**src/rtl/frame_stream_reader.sv**
```systemverilog
// rtl/frame_stream_reader.sv - frame buffer read engine streaming pixels over valid/ready
//
// Purpose: once the frame buffer reports a complete frame and a readout is
// requested, the frame RAM is scanned in row-major order. The 1-cycle RAM read
// latency is absorbed by a 2-entry output buffer. Pixels go out with
// end-of-line and end-of-frame markers.
//
// Optional build macro: FRAME_DECIM2_EN enables 2x2 decimation, which reads
// only even columns of even lines.
//
// Ports:
//   clk_i        system clock, rising edge
//   rst_n        asynchronous active-low reset
//   start_i      request one frame readout (honoured only in IDLE with frame_rdy_i)
//   frame_rdy_i  frame-complete flag from the frame buffer
//   ram_re_o     RAM read enable
//   ram_adr_o    RAM read address
//   ram_dat_i    RAM read data, valid one cycle after ram_re_o
//   px_o         pixel data
//   px_valid_o   px_o valid
//   px_ready_i   consumer accepts px_o
//   px_eol_o     px_o is the last pixel of its line
//   px_last_o    px_o is the last pixel of the frame
//   busy_o       high outside IDLE
//   done_o       one-cycle pulse when the readout completes
module frame_stream_reader #(
  parameter int H_RES = 640,
  parameter int V_RES = 480,
  parameter int ADR_W = 19,
  parameter int DAT_W = 8
) (
  input  logic             clk_i,
  input  logic             rst_n,
  input  logic             start_i,
  input  logic             frame_rdy_i,
  output logic             ram_re_o,
  output logic [ADR_W-1:0] ram_adr_o,
  input  logic [DAT_W-1:0] ram_dat_i,
  output logic [DAT_W-1:0] px_o,
  output logic             px_valid_o,
  input  logic             px_ready_i,
  output logic             px_eol_o,
  output logic             px_last_o,
  output logic             busy_o,
  output logic             done_o
);

  localparam int XW = $clog2(H_RES);
  localparam int YW = $clog2(V_RES);
  localparam int EW = DAT_W + 2;  // {last, eol, data}

`ifdef FRAME_DECIM2_EN
  // Step two columns per read; at line wrap also skip the odd line.
  localparam int STEP = 2;
  localparam logic [ADR_W-1:0] A_WRAP = ADR_W'(2 + H_RES);
`else
  localparam int STEP = 1;
  localparam logic [ADR_W-1:0] A_WRAP = ADR_W'(1);
`endif

  localparam logic [XW-1:0]    X_LAST = XW'(H_RES - STEP);
  localparam logic [XW-1:0]    X_STEP = XW'(STEP);
  localparam logic [YW-1:0]    Y_LAST = YW'(V_RES - STEP);
  localparam logic [YW-1:0]    Y_STEP = YW'(STEP);
  localparam logic [ADR_W-1:0] A_STEP = ADR_W'(STEP);

  typedef enum logic [1:0] {
    S_IDLE   = 2'd0,
    S_STREAM = 2'd1,
    S_DRAIN  = 2'd2,
    S_DONE   = 2'd3
  } state_t;

  state_t             state_q, state_d;
  logic [ADR_W-1:0]   adr_q, adr_d;
  logic [XW-1:0]      x_q, x_d;
  logic [YW-1:0]      y_q, y_d;
  logic [1:0]         occ_q, occ_d;
  logic               inflight_q, inflight_d;
  logic [1:0]         pend_q, pend_d;  // {last, eol} of the read in flight
  logic [EW-1:0]      ent0_q, ent0_d;  // buffer head
  logic [EW-1:0]      ent1_q, ent1_d;

  logic               start_go;
  logic               pop;
  logic               at_eol;
  logic               at_last;
  logic [1:0]         fill;
  logic [EW-1:0]      new_ent;

  assign start_go = (state_q == S_IDLE) && start_i && frame_rdy_i;
  assign pop      = px_valid_o && px_ready_i;
  assign at_eol   = (x_q == X_LAST);
  assign at_last  = at_eol && (y_q == Y_LAST);
  assign fill     = occ_q + {1'b0, inflight_q};
  assign new_ent  = {pend_q, ram_dat_i};

  assign px_valid_o = (occ_q != 2'd0);
  assign px_o       = ent0_q[DAT_W-1:0];
  assign px_eol_o   = ent0_q[DAT_W];
  assign px_last_o  = ent0_q[DAT_W+1];

  // State register
  always_ff @(posedge clk_i or negedge rst_n) begin
    if (!rst_n) begin
      state_q <= S_IDLE;
    end else begin
      state_q <= state_d;
    end
  end

  // Next-state logic
  always_comb begin
    state_d = state_q;
    unique case (state_q)
      S_IDLE:   if (start_go) state_d = S_STREAM;
      S_STREAM: if (ram_re_o && at_last) state_d = S_DRAIN;
      S_DRAIN:  if (pop && px_last_o) state_d = S_DONE;
      S_DONE:   state_d = S_IDLE;
      default:  state_d = S_IDLE;
    endcase
  end

  // Output logic. A read is allowed while the buffer plus the read in flight
  // hold fewer than two pixels. It is also allowed when they hold exactly two
  // and the head is popped this cycle, because fill never exceeds two.
  always_comb begin
    busy_o    = (state_q != S_IDLE);
    done_o    = (state_q == S_DONE);
    ram_re_o  = 1'b0;
    ram_adr_o = '0;
    if (state_q == S_STREAM) begin
      ram_adr_o = adr_q;
      ram_re_o  = (fill != 2'd2) || pop;
    end
  end

  // Datapath next state: scan counters and output buffer
  always_comb begin
    adr_d      = adr_q;
    x_d        = x_q;
    y_d        = y_q;
    occ_d      = occ_q;
    ent0_d     = ent0_q;
    ent1_d     = ent1_q;
    pend_d     = pend_q;
    inflight_d = ram_re_o;

    if (ram_re_o) pend_d = {at_last, at_eol};

    if (start_go) begin
      adr_d = '0;
      x_d   = '0;
      y_d   = '0;
    end else if (ram_re_o) begin
      if (at_eol) begin
        x_d   = '0;
        y_d   = y_q + Y_STEP;
        adr_d = adr_q + A_WRAP;
      end else begin
        x_d   = x_q + X_STEP;
        adr_d = adr_q + A_STEP;
      end
    end

    // Data returned by last cycle's read lands in the buffer now.
    unique case (occ_q)
      2'd0: begin
        if (inflight_q) begin
          ent0_d = new_ent;
          occ_d  = 2'd1;
        end
      end
      2'd1: begin
        if (pop && inflight_q) begin
          ent0_d = new_ent;
        end else if (inflight_q) begin
          ent1_d = new_ent;
          occ_d  = 2'd2;
        end else if (pop) begin
          occ_d = 2'd0;
        end
      end
      default: begin
        if (pop) begin
          ent0_d = ent1_q;
          if (inflight_q) ent1_d = new_ent;
          else            occ_d  = 2'd1;
        end
      end
    endcase
  end

  always_ff @(posedge clk_i or negedge rst_n) begin
    if (!rst_n) begin
      adr_q      <= '0;
      x_q        <= '0;
      y_q        <= '0;
      occ_q      <= '0;
      inflight_q <= 1'b0;
      pend_q     <= '0;
      ent0_q     <= '0;
      ent1_q     <= '0;
    end else begin
      adr_q      <= adr_d;
      x_q        <= x_d;
      y_q        <= y_d;
      occ_q      <= occ_d;
      inflight_q <= inflight_d;
      pend_q     <= pend_d;
      ent0_q     <= ent0_d;
      ent1_q     <= ent1_d;
    end
  end

endmodule
```
**config.mk**
```make
export PLATFORM = sky130hd
export DESIGN_NAME = frame_stream_reader
export DESIGN_NICKNAME = d
export VERILOG_FILES = /design/src/rtl/frame_stream_reader.sv
export SDC_FILE = /design/constraint.sdc
export NUM_CORES = 1
export LEC_CHECK = 0
export ABC_AREA = 1
export CAP_MARGIN = 0
export CORE_MARGIN = 2
export CORE_UTILIZATION = 50
export CTS_CLUSTER_SIZE = 10
export DETAILED_ROUTE_END_ITERATION = 8
export PLACE_DENSITY_LB_ADDON = 0.15
export SETUP_SLACK_MARGIN = 0.05
export SLEW_MARGIN = 20
export SYNTH_ARGS = -nofsm -noshare
export SYNTH_HDL_FRONTEND = slang
export SYNTH_SLANG_ARGS = --single-unit
```
**constraint.sdc**
```tcl
create_clock -name clk_i -period 2.3 [get_ports clk_i]
set_input_delay 0.46 -clock clk_i [delete_from_list [all_inputs] [get_ports clk_i]]
set_output_delay 0.46 -clock clk_i [all_outputs]
set_load 0.01 [all_outputs]
```
== Word-level counts from Yosys, hierarchy flattened ==
Cells that the tools add are included.
Storage, ports and cells
  register bits after elaboration: 65
  input bits: 13
  word-level logic and storage cells: 79
Operators by class
  add/sub/neg operators: 4
  eq/ne operators: 15
  multiplexer cells: 29
  bitwise gates (word level): 1
  reduce and logical (&&, ||, !) cells: 21
Operators by type and width (number)
  $mux W10: 9
  $mux W19: 3
  $pmux W10 S2: 2
  $mux W9: 3
  $add A19 B1 Y19 const B: 1
  $mux W2: 9
  $ne A2 B2 Y1 const B: 7
  $add A10 B1 Y10 const B: 1
  $eq A10 B10 Y1 const B: 1
  $reduce_bool A2 Y1: 5
  $add A9 B1 Y9 const B: 1
  $eq A9 B9 Y1 const B: 1
  $reduce_and A3 Y1: 3
  $pmux W2 S4: 1
  $logic_and A1 B1 Y1: 7
  $reduce_and A5 Y1: 1
  $eq A2 B1 Y1 const B: 2
  $eq A2 B2 Y1 const B: 2
  $logic_not A2 Y1: 2
  $pmux W2 S2: 1
  $ne A3 B1 Y1 const B: 1
  $ne A3 B3 Y1 const B: 1
  $reduce_bool A3 Y1: 1
  $add A2 B1 Y2: 1
  other kinds (4): 4

== Depth between registers and ports, before layout ==
Gate-level depths: netlist of run 1.
  word-level depth: 7
  depth in mapped cells: 11
  gate-level depth less buffers: 11

== Worst setup path after synthesis of run 1 ==
No wires, ideal clock.
  kind: register to output
  start: reg state_q[1]
  end: out ram_adr_o[10]
  data arrival time: 1.444 ns
  required time: 1.840 ns
  setup slack: 0.396 ns
  cell stages (with the launch flop): 7
  cell sequence: dfrtp_1 inv_1 ha_1 clkbuf_1 clkbuf_1 nand2_1 inv_1
Between the ends
  cells in the longest elaborated chain, start to end: 2
RTL lines
  start, declared: line 74  | state_t state_q, state_d;
  start signal, assigned: line 108  | state_q <= state_d;
  $eq A2 B1 Y1: line 132  | if (state_q == S_STREAM) begin
  $mux W19: line 132
  end, declared: line 37  | output logic [ADR_W-1:0] ram_adr_o,
Every way passes these cells.

== Worst setup path after layout of run 1 ==
  start: reg inflight_q
  end: out ram_re_o
Between the ends
  cells in the longest elaborated chain, start to end: 4
RTL lines
  start, declared: line 79  | logic inflight_q, inflight_d;
  start signal, assigned: line 209  | inflight_q <= inflight_d;
  $add A2 B1 Y2: line 95  | assign fill = occ_q + {1'b0, inflight_q};
  $ne A2 B2 Y1: line 134  | ram_re_o = (fill != 2'd2) || pop;
  $logic_or A1 B1 Y1: line 134
  $mux W1: line 132
  end, declared: line 36  | output logic ram_re_o,
Every way passes these cells.

==> summary by stage, run 1 <==
Run status
The run finished with clean final reports.

Power and ir drop
The clock power share is 23.1%. The internal portion of the total power is around 2900 µW. The peak supply drop is 0.655 mV.

For this design the static power due to leakage is 0.00235 µW. The switching fraction of total power is 37.0%. The total net switching power is 1700 µW. The fraction of power consumed by sequential logic is 37.4%. For this design the ratio of total power to cell area is 1020 nW/µm². The combinational share of power is 39.5%.

Worst setup path
The start-to-end type of the worst setup path is flop to output port. The startpoint type of the worst setup path is a flop. Data arrives at the worst endpoint at between 1.5 and 2 ns.

Along the worst path, the maximum fanout reaches 5. The critical path capture point type is an output port. The required time reported for the critical path endpoint is 1.84 ns.

Global route
The number of global-route vias before repair is 3213. The total overflow reported by the global router is 0. Across every metal layer, demand over resource in global routing totals 21.6%. The first global-routing pass estimated ~14000 µm of wire. The number of antenna violations at the first check in global routing is 0. Entering global routing, the biggest net connects 66 pins.

Synth
The top cell type by area accounts for 43.9% of the synthesized area. The largest area contributor in the synthesized netlist is dfrtp_1. In the post-synthesis netlist, the biggest area contributors are dfrtp_1 (44%), nand2_1 (16%), nor2_1 (5.7%), inv_1 (5.4%), nand3_1 (4.1%). The number of enable flip-flop cells after synthesis is 0.

The synthesized cell area is 3700 µm². When the netlist entered floorplanning its net count stood at 511. The register area share after synthesis is between 40% and 50%. The count of warnings emitted by yosys is 0.

The mean post-synth cell area is around 7.6 µm². For this run, the leading register cell type out of synthesis is dfrtp_1. The gate count of the mapped netlist is 489.

In this run, synthesis produced a sequential element count of 65. In this run, distinct cell masters in the synthesized netlist total 37. The share of synthesized flip-flops with an asynchronous set or reset is 100%.

STA
Across all hold checks on the routed design, the worst slack comes to 0.119 ns. The final hold violation count was 0. The clock arrives with approximately 0.0061 ns of skew. The number of pins exceeding their max-slew limit in the final report was 0.

The minimum period implied by the final worst setup slack is 2.15 ns. The maximum achievable frequency is between 400 and 500 MHz. The worst pin sits at a relative slew slack of 70.6%. Setup violations remaining at the end of the flow were counted as 0. The share of the clock period used by the worst path is between 90% and 100%.

Setup repair after global routing left no endpoint under its margin. For the pin with the worst max-slew slack, the measured transition is about 0.44 ns.

Clock tree
The number of clock sinks seen by CTS is 65. The cell at the root of the clock tree is clkbuf_8. The clock-pin slew on the worst setup and hold paths is around 0.070 ns. The maximum buffer depth of the clock tree is 2. The clock latency of the later-clocked register in the worst-skew pair is 0.35 ns. TritonCTS built the clock tree. The CTS buffer count is 9. CTS built an H-tree with a depth of 3.

Route
The detailed-route wire length per cell is between 10 and 15 µm. After detailed routing, the number of remaining DRC violations is 0. The iteration-0 DRC count of the detailed router is 183. In the routed layout, each cell is associated on average with a via count of 5.05. The routed design has between 8000 and 9000 µm of wire. The routed layout has ~3300 vias. In this run the remaining antenna-violating nets after routing total 0.

The detailed-router iteration count before antenna repair is 4.

Die
The die covers approximately 8100 µm². The area of the core region is 7210 µm². Measured along the x axis, the die boundary spans 90.1 µm. The die is around 90 µm tall. The number of placed I/O pins is 46.

After floorplanning, the core was divided into 31 placement rows. The initial standard-cell utilization of the core is 51.3%.

Run
The tool flagged a number of max-cap violations equal to 0.

Finish
The area growth from synthesis to final layout is 22.1%. In the final design database the tool counted 566 nets. Leaving out filler cells and counting taps, the final layout contains between 600 and 700. The number of antenna diodes in the final layout is 0. In the layout the commonest cells are nand2_1 (154), dfrtp_1 (64), nor2_1 (56). Of the cells placed in the final design, the portion with a size suffix greater than 1 is 10.2%.

The commonest non-fill, non-tap cell in the layout is nand2_1. After routing the design area is about 4500 µm².

Placed design
Summing all placed instances gives a cell area of between 4000 and 5000 µm². Buffers placed on the I/O ports in this run total 45. The HPWL after detailed placement is ~5700 µm. The congestion estimate from routability-driven global placement came to 0.845. Counting tap cells, the placed design contains a total of 631 instances.

Hold path
In this run the worst hold path is classified as input pin to asynchronous set/reset pin.
==> final cells by class <==
type / count / area, µm²
fillers: 659 / 2690
multi-input cells: 353 / 1800
flip-flops and latches: 65 / 1630
repair buffers: 60 / 558
inverters: 55 / 206
clock buffers: 12 / 145
well taps: 99 / 124
clock inverters: 3 / 65.1
==> synth_stat cells, drive strengths merged (3+ instances only) <==
cell type / n
o31ai: 3
xnor2: 3
nor2: 58
nand2: 160
o21ai: 18
or2: 3
nand3: 30
buf: 11
nand4: 11
ha: 9
clkbuf: 5
o21bai: 3
inv: 55
a21oi: 11
xor2: 11
mux2: 8
a31oi: 10
nor3: 6
dfrtp: 65
==> timing repair <==
| item | CTS | global route |
|---|---|---|
| pin swaps | 0 | 0 |
| hold buffers | 0 | 0 |
| endpoints found under the setup margin | 20 | 2 |
| buffers inserted | 1 | 0 |
| resized for setup | 23 | 2 |
==> final timing paths <==
kind	depth (start not counted)	from	slack [ns]	end
worst max-delay path	6	inflight_q	0.15	ram_re_o
worst min-delay path	2	rst_n	0.12	ent0_q[0]
worst max register to register	11	inflight_q	0.44	y_q[5]
worst min register to register	2	ent1_q[9]	0.49	ent1_q[9]
max in group asynchronous	2	rst_n	1.88	state_q[0]
min in group clk_i	2	ent1_q[9]	0.49	ent1_q[9]
==> metal layers <==
metal	vias up	share of wire (%)	track usage, %
li1	1666	-	-
met1	1514	46	27.2
met2	82	48	36.8
met3	7	5.4	3.69
met4	0	1.2	9.36
met5	-	0	0
==> state kept, by name, indices dropped and copies added (netlist names) <==
name / count
occ_q: 2
y_q: 9
x_q: 10
adr_q: 19
state_q: 2
ent0_q: 10
pend_q: 2
ent1_q: 10
inflight_q: 1
==> critical path: stages (launching register included) <==
cell and delay, ns:
dfrtp_1 0.43, ha_1 0.30, inv_1 0.04, nand2_1 0.07
nor2_2 0.05, a21boi_2 0.17, dlygate4sd2_1 0.29
==> kinds of logic after synthesis <==
group           Yosys count  synth area share, %
compound gates           51                 8.45
xor+xnor                 14                 3.31
simple gates            271                 30.8
mux                       8                 2.43
flops                    65                 43.9
fa+ha+maj                 9                 3.04
buf+inv                  71                 8.01
==> through the flow <==
step	setup TNS, ns	power (µW)	setup WS, ns	utilization [%]
floorplan	0	2860	0.396	-
global placement	-0.0227	3480	-0.0227	59.8
detailed placement	-0.0177	3560	-0.0177	59.8
CTS	0	4640	0.0690	62.6
global route	0	4950	0.0586	62.7
finish	0	4600	0.155	62.7
==> power by group through the flow <==
| stage | logic, µW | clock network (µW) | registers (µW) |
|---|---|---|---|
| 5_1_grt | 2040 | 1140 | 1770 |
| 3_5_place_dp | 1810 | 0 | 1740 |
| 2_1_floorplan | 1150 | 0 | 1710 |
| 4_1_cts | 1830 | 1090 | 1730 |
| 6_report | 1820 | 1060 | 1720 |
| 3_3_place_gp | 1760 | 0 | 1720 |
Power figures use the tool's default switching activity.
==> run 2, diff against run 1 <==
--- a/config.mk
+++ b/config.mk
@@ -11,8 +11,9 @@
 export CORE_UTILIZATION = 50
 export CTS_CLUSTER_SIZE = 10
 export DETAILED_ROUTE_END_ITERATION = 8
-export PLACE_DENSITY_LB_ADDON = 0.15
+export PLACE_DENSITY = 0.82
 export SETUP_SLACK_MARGIN = 0.05
+export SKIP_LAST_GASP = 1
 export SLEW_MARGIN = 20
 export SYNTH_ARGS = -nofsm -noshare
 export SYNTH_HDL_FRONTEND = slang
==> run 2 against run 1 <==
Count of clock-buffer cells in the layout shrank 3. Largest cell class unchanged. Sequential cell count did not move. Hold slack gained 0.0083 ns. Clock power shrank 8%. Critical endpoint unchanged. Cell count up 0.46%.
==> summary by stage, run 2 (synthesis results as in run 1) <==
STA
The final hold violation count is 0 (unchanged). The slew at the pin with the worst max-slew slack is 0.463 ns (+0.0252 ns). The final setup skew is 0.00899 ns (+0.00290 ns).

The maximum achievable frequency is 454 MHz (-2.6%). The count of endpoints failing setup in the final report is 0 (unchanged). Setup repair after global routing left no endpoint under its margin. The number of pins exceeding their max-slew limit in the final report was 0 (unchanged). The minimum period implied by the final worst setup slack was 2.20 ns (+0.0565 ns). The final hold slack is 0.128 ns (+0.00828 ns). The share of the clock period used by the worst path is 95.7% (+2.5 points).

The tightest slew margin relative to the limit was 68.9% (-1.7 points). The sum of negative setup slack is 0 ns (unchanged).

Die
The area enclosed by the die boundary is 8110 µm² (unchanged). The number of placed I/O pins is 46 (unchanged). The area of the core region is 7210 µm² (unchanged). The die outline height is 90.1 µm (unchanged). The number of placement rows came to 31 (unchanged). The initial standard-cell utilization of the core is 51.3% (unchanged).

The horizontal die dimension is 90.1 µm (unchanged).

Placed design
The count of placed standard cells including taps is 631 (unchanged). The number of buffers inserted by port buffering came to 45 (unchanged). The routability-driven placement congestion ratio is 0.953 (+13%). The final HPWL from detailed placement is 5920 µm (+3.6%).

Power and ir drop
The clock power share is 21.1% (-2.0 points). The combinational share of power is 41.5% (+2.0 points). The total net switching power was 1820 µW (+7.0%).

The internal cell power was 2810 µW (-3.1%). The fraction of power consumed by sequential logic is 37.4% (about the same). The power per cell area is 1010 nW/µm² (-0.95%). The peak supply drop is 0.372 mV (-43%). The static leakage power is 0.00252 µW (+7.4%). The sum of internal, switching and leakage power was 4630 µW (+0.67%). The switching fraction of total power is 39.4% (+2.3 points).

Route
The count of antenna-violating nets left after detailed routing was 0 (unchanged). The detailed-router iteration count before antenna repair came to 7 (+3). The detailed-route wire length came to 8840 µm (+9.8%). The via count is 3418 (+4.6%). The number of vias per cell is 5.26 (+4.1%). The remaining design rule violation count is 0 (unchanged).

The iteration-0 DRC count of the detailed router was 224 (+22%). The detailed-route wire length per cell is 13.6 µm (+9.3%).

Finish
The number of nets in the final layout is 568 (+0.35%). The number of non-filler instances in the completed layout is 650 (+0.46%). The top cell types in the final layout, fill and taps aside, are nand2_1 (154), dfrtp_1 (64), nor2_1 (56). The library cell used most frequently in the layout, excluding fill and tap cells, is nand2_1. The share of cells above drive strength 1 is 11.1% (+0.85 points). More flip-flops sit in one register than any other, and that register is adr_q. The antenna diode count came to 0 (unchanged). The area growth from synthesis to final layout is 24.1%. The number of flip-flops under the largest register name is 19 (unchanged).

Worst setup path
The biggest fanout along the worst timing path is 5 (unchanged). The startpoint type of the worst setup path is a flop. The start-to-end type of the worst setup path is flop to output port.

The arrival time of the worst setup path was 1.74 ns (+0.05 ns). The cell family contributing the most delay on the critical path is flip-flops. The slowest stage of the critical path belongs to the cell dfrtp_1. The combined buffer and inverter count along the critical path came to 2 (unchanged). The required time reported for the critical path endpoint is 1.84 ns (about the same). Walking the worst path, the cells encountered are ha_1 -> inv_1 -> nand2_1 -> nor2_4 -> a21boi_2 -> clkdlybuf4s15_1. The largest stage delay on the critical path is 0.43 ns (about the same). The worst setup path is captured at an output port.

Global route
The number of antenna violations at the first check in global routing came to 0 (unchanged). The maximum number of pins on one net before global-route repair is 66 (unchanged). The total overflow reported by the global router came to 0 (unchanged).

The number of global-route vias before repair came to 3311 (+3.1%). The global-route wire length before repair was 14500 µm (+1.9%). The all-layer global routing usage was 21.9% (+0.28 points).

Clock tree
The cell at the root of the clock tree is clkbuf_8. The maximum buffer depth of the clock tree was 2 (unchanged). The number of clock sinks seen by CTS is 65 (unchanged).

The CTS buffer count was 9 (unchanged). The number of levels the H-tree was split into is 3 (unchanged). The clock-pin slew on the worst setup and hold paths was 0.08 ns (about the same).

TritonCTS built the clock tree. The clock latency of the later-clocked register in the worst-skew pair is 0.35 ns (about the same).

Hold path
The type of the most critical hold path is input pin to asynchronous set/reset pin.

Run
The max-cap violation count is 0 (unchanged).

Run status
The flow ran to the end, and the final reports show no timing, DRC or antenna violations.
run 2: changes by cell type in the layout (fill, tap and decap cells not counted), sizes merged, moves of 2 or more:
cell,delta
dlygate4sd2,-15
dlymetal6s2s,+13
clkbuf,-2
clkinvlp,+3
clkinv,+2
run 2: per-stage QoR:
stage	setup WS, ns	area [µm²]	util [%]
floorplan	0.396	3700	-
detailed placement	-0.0769	4310	59.8
CTS	0.0528	4520	62.7
finish	0.0985	4600	63.7
global route	0.0232	4600	63.7
global placement	-0.0828	4310	59.8
run 2: repair_timing:
| action | 4_1_cts | 5_1_grt |
|---|---|---|
| hold buffers | 0 | 0 |
| setup buffers | 1 | 1 |
| gates cloned | 0 | 1 |
| endpoints found under the setup margin | 20 | 16 |
| gates resized for setup | 10 | 16 |
run 2: layout make-up:
class / count / area, µm²
Tap cell: 99 / 124
Sequential cell: 65 / 1630
Inverter: 55 / 206
Fill cell: 599 / 2620
Clock inverter: 7 / 71.3
Multi-Input combinational cell: 353 / 1800
Clock buffer: 9 / 124
Timing Repair Buffer: 62 / 642
run 2: power groups by stage:
stage | clock (µW) | combinational (µW) | sequential, µW
floorplan | 0 | 1150 | 1710
global placement | 0 | 1720 | 1720
detailed placement | 0 | 1810 | 1750
CTS | 991 | 1840 | 1730
global route | 1050 | 2110 | 1780
finish | 977 | 1930 | 1730
run 2: worst paths after layout:
kind,start,to,slack (ns),cells after the start
worst min register to register,ent1_q[9],ent1_q[9],0.49,2
worst max-delay path,inflight_q,ram_re_o,0.1,6
worst max register to register,inflight_q,y_q[7],0.40,11
min in group clk_i,ent1_q[9],ent1_q[9],0.49,2
worst min-delay path,rst_n,ent0_q[4],0.13,2
max in group asynchronous,rst_n,state_q[0],1.89,2
run 2: routing by layer:
layer  up-vias  track usage (%)  part of all wire (%)
met2       131             36.4                    50
met5         -                0                     0
met3        25             4.44                   5.2
met1      1590             26.1                    42
li1       1672                -                     -
met4         0             13.6                   2.8
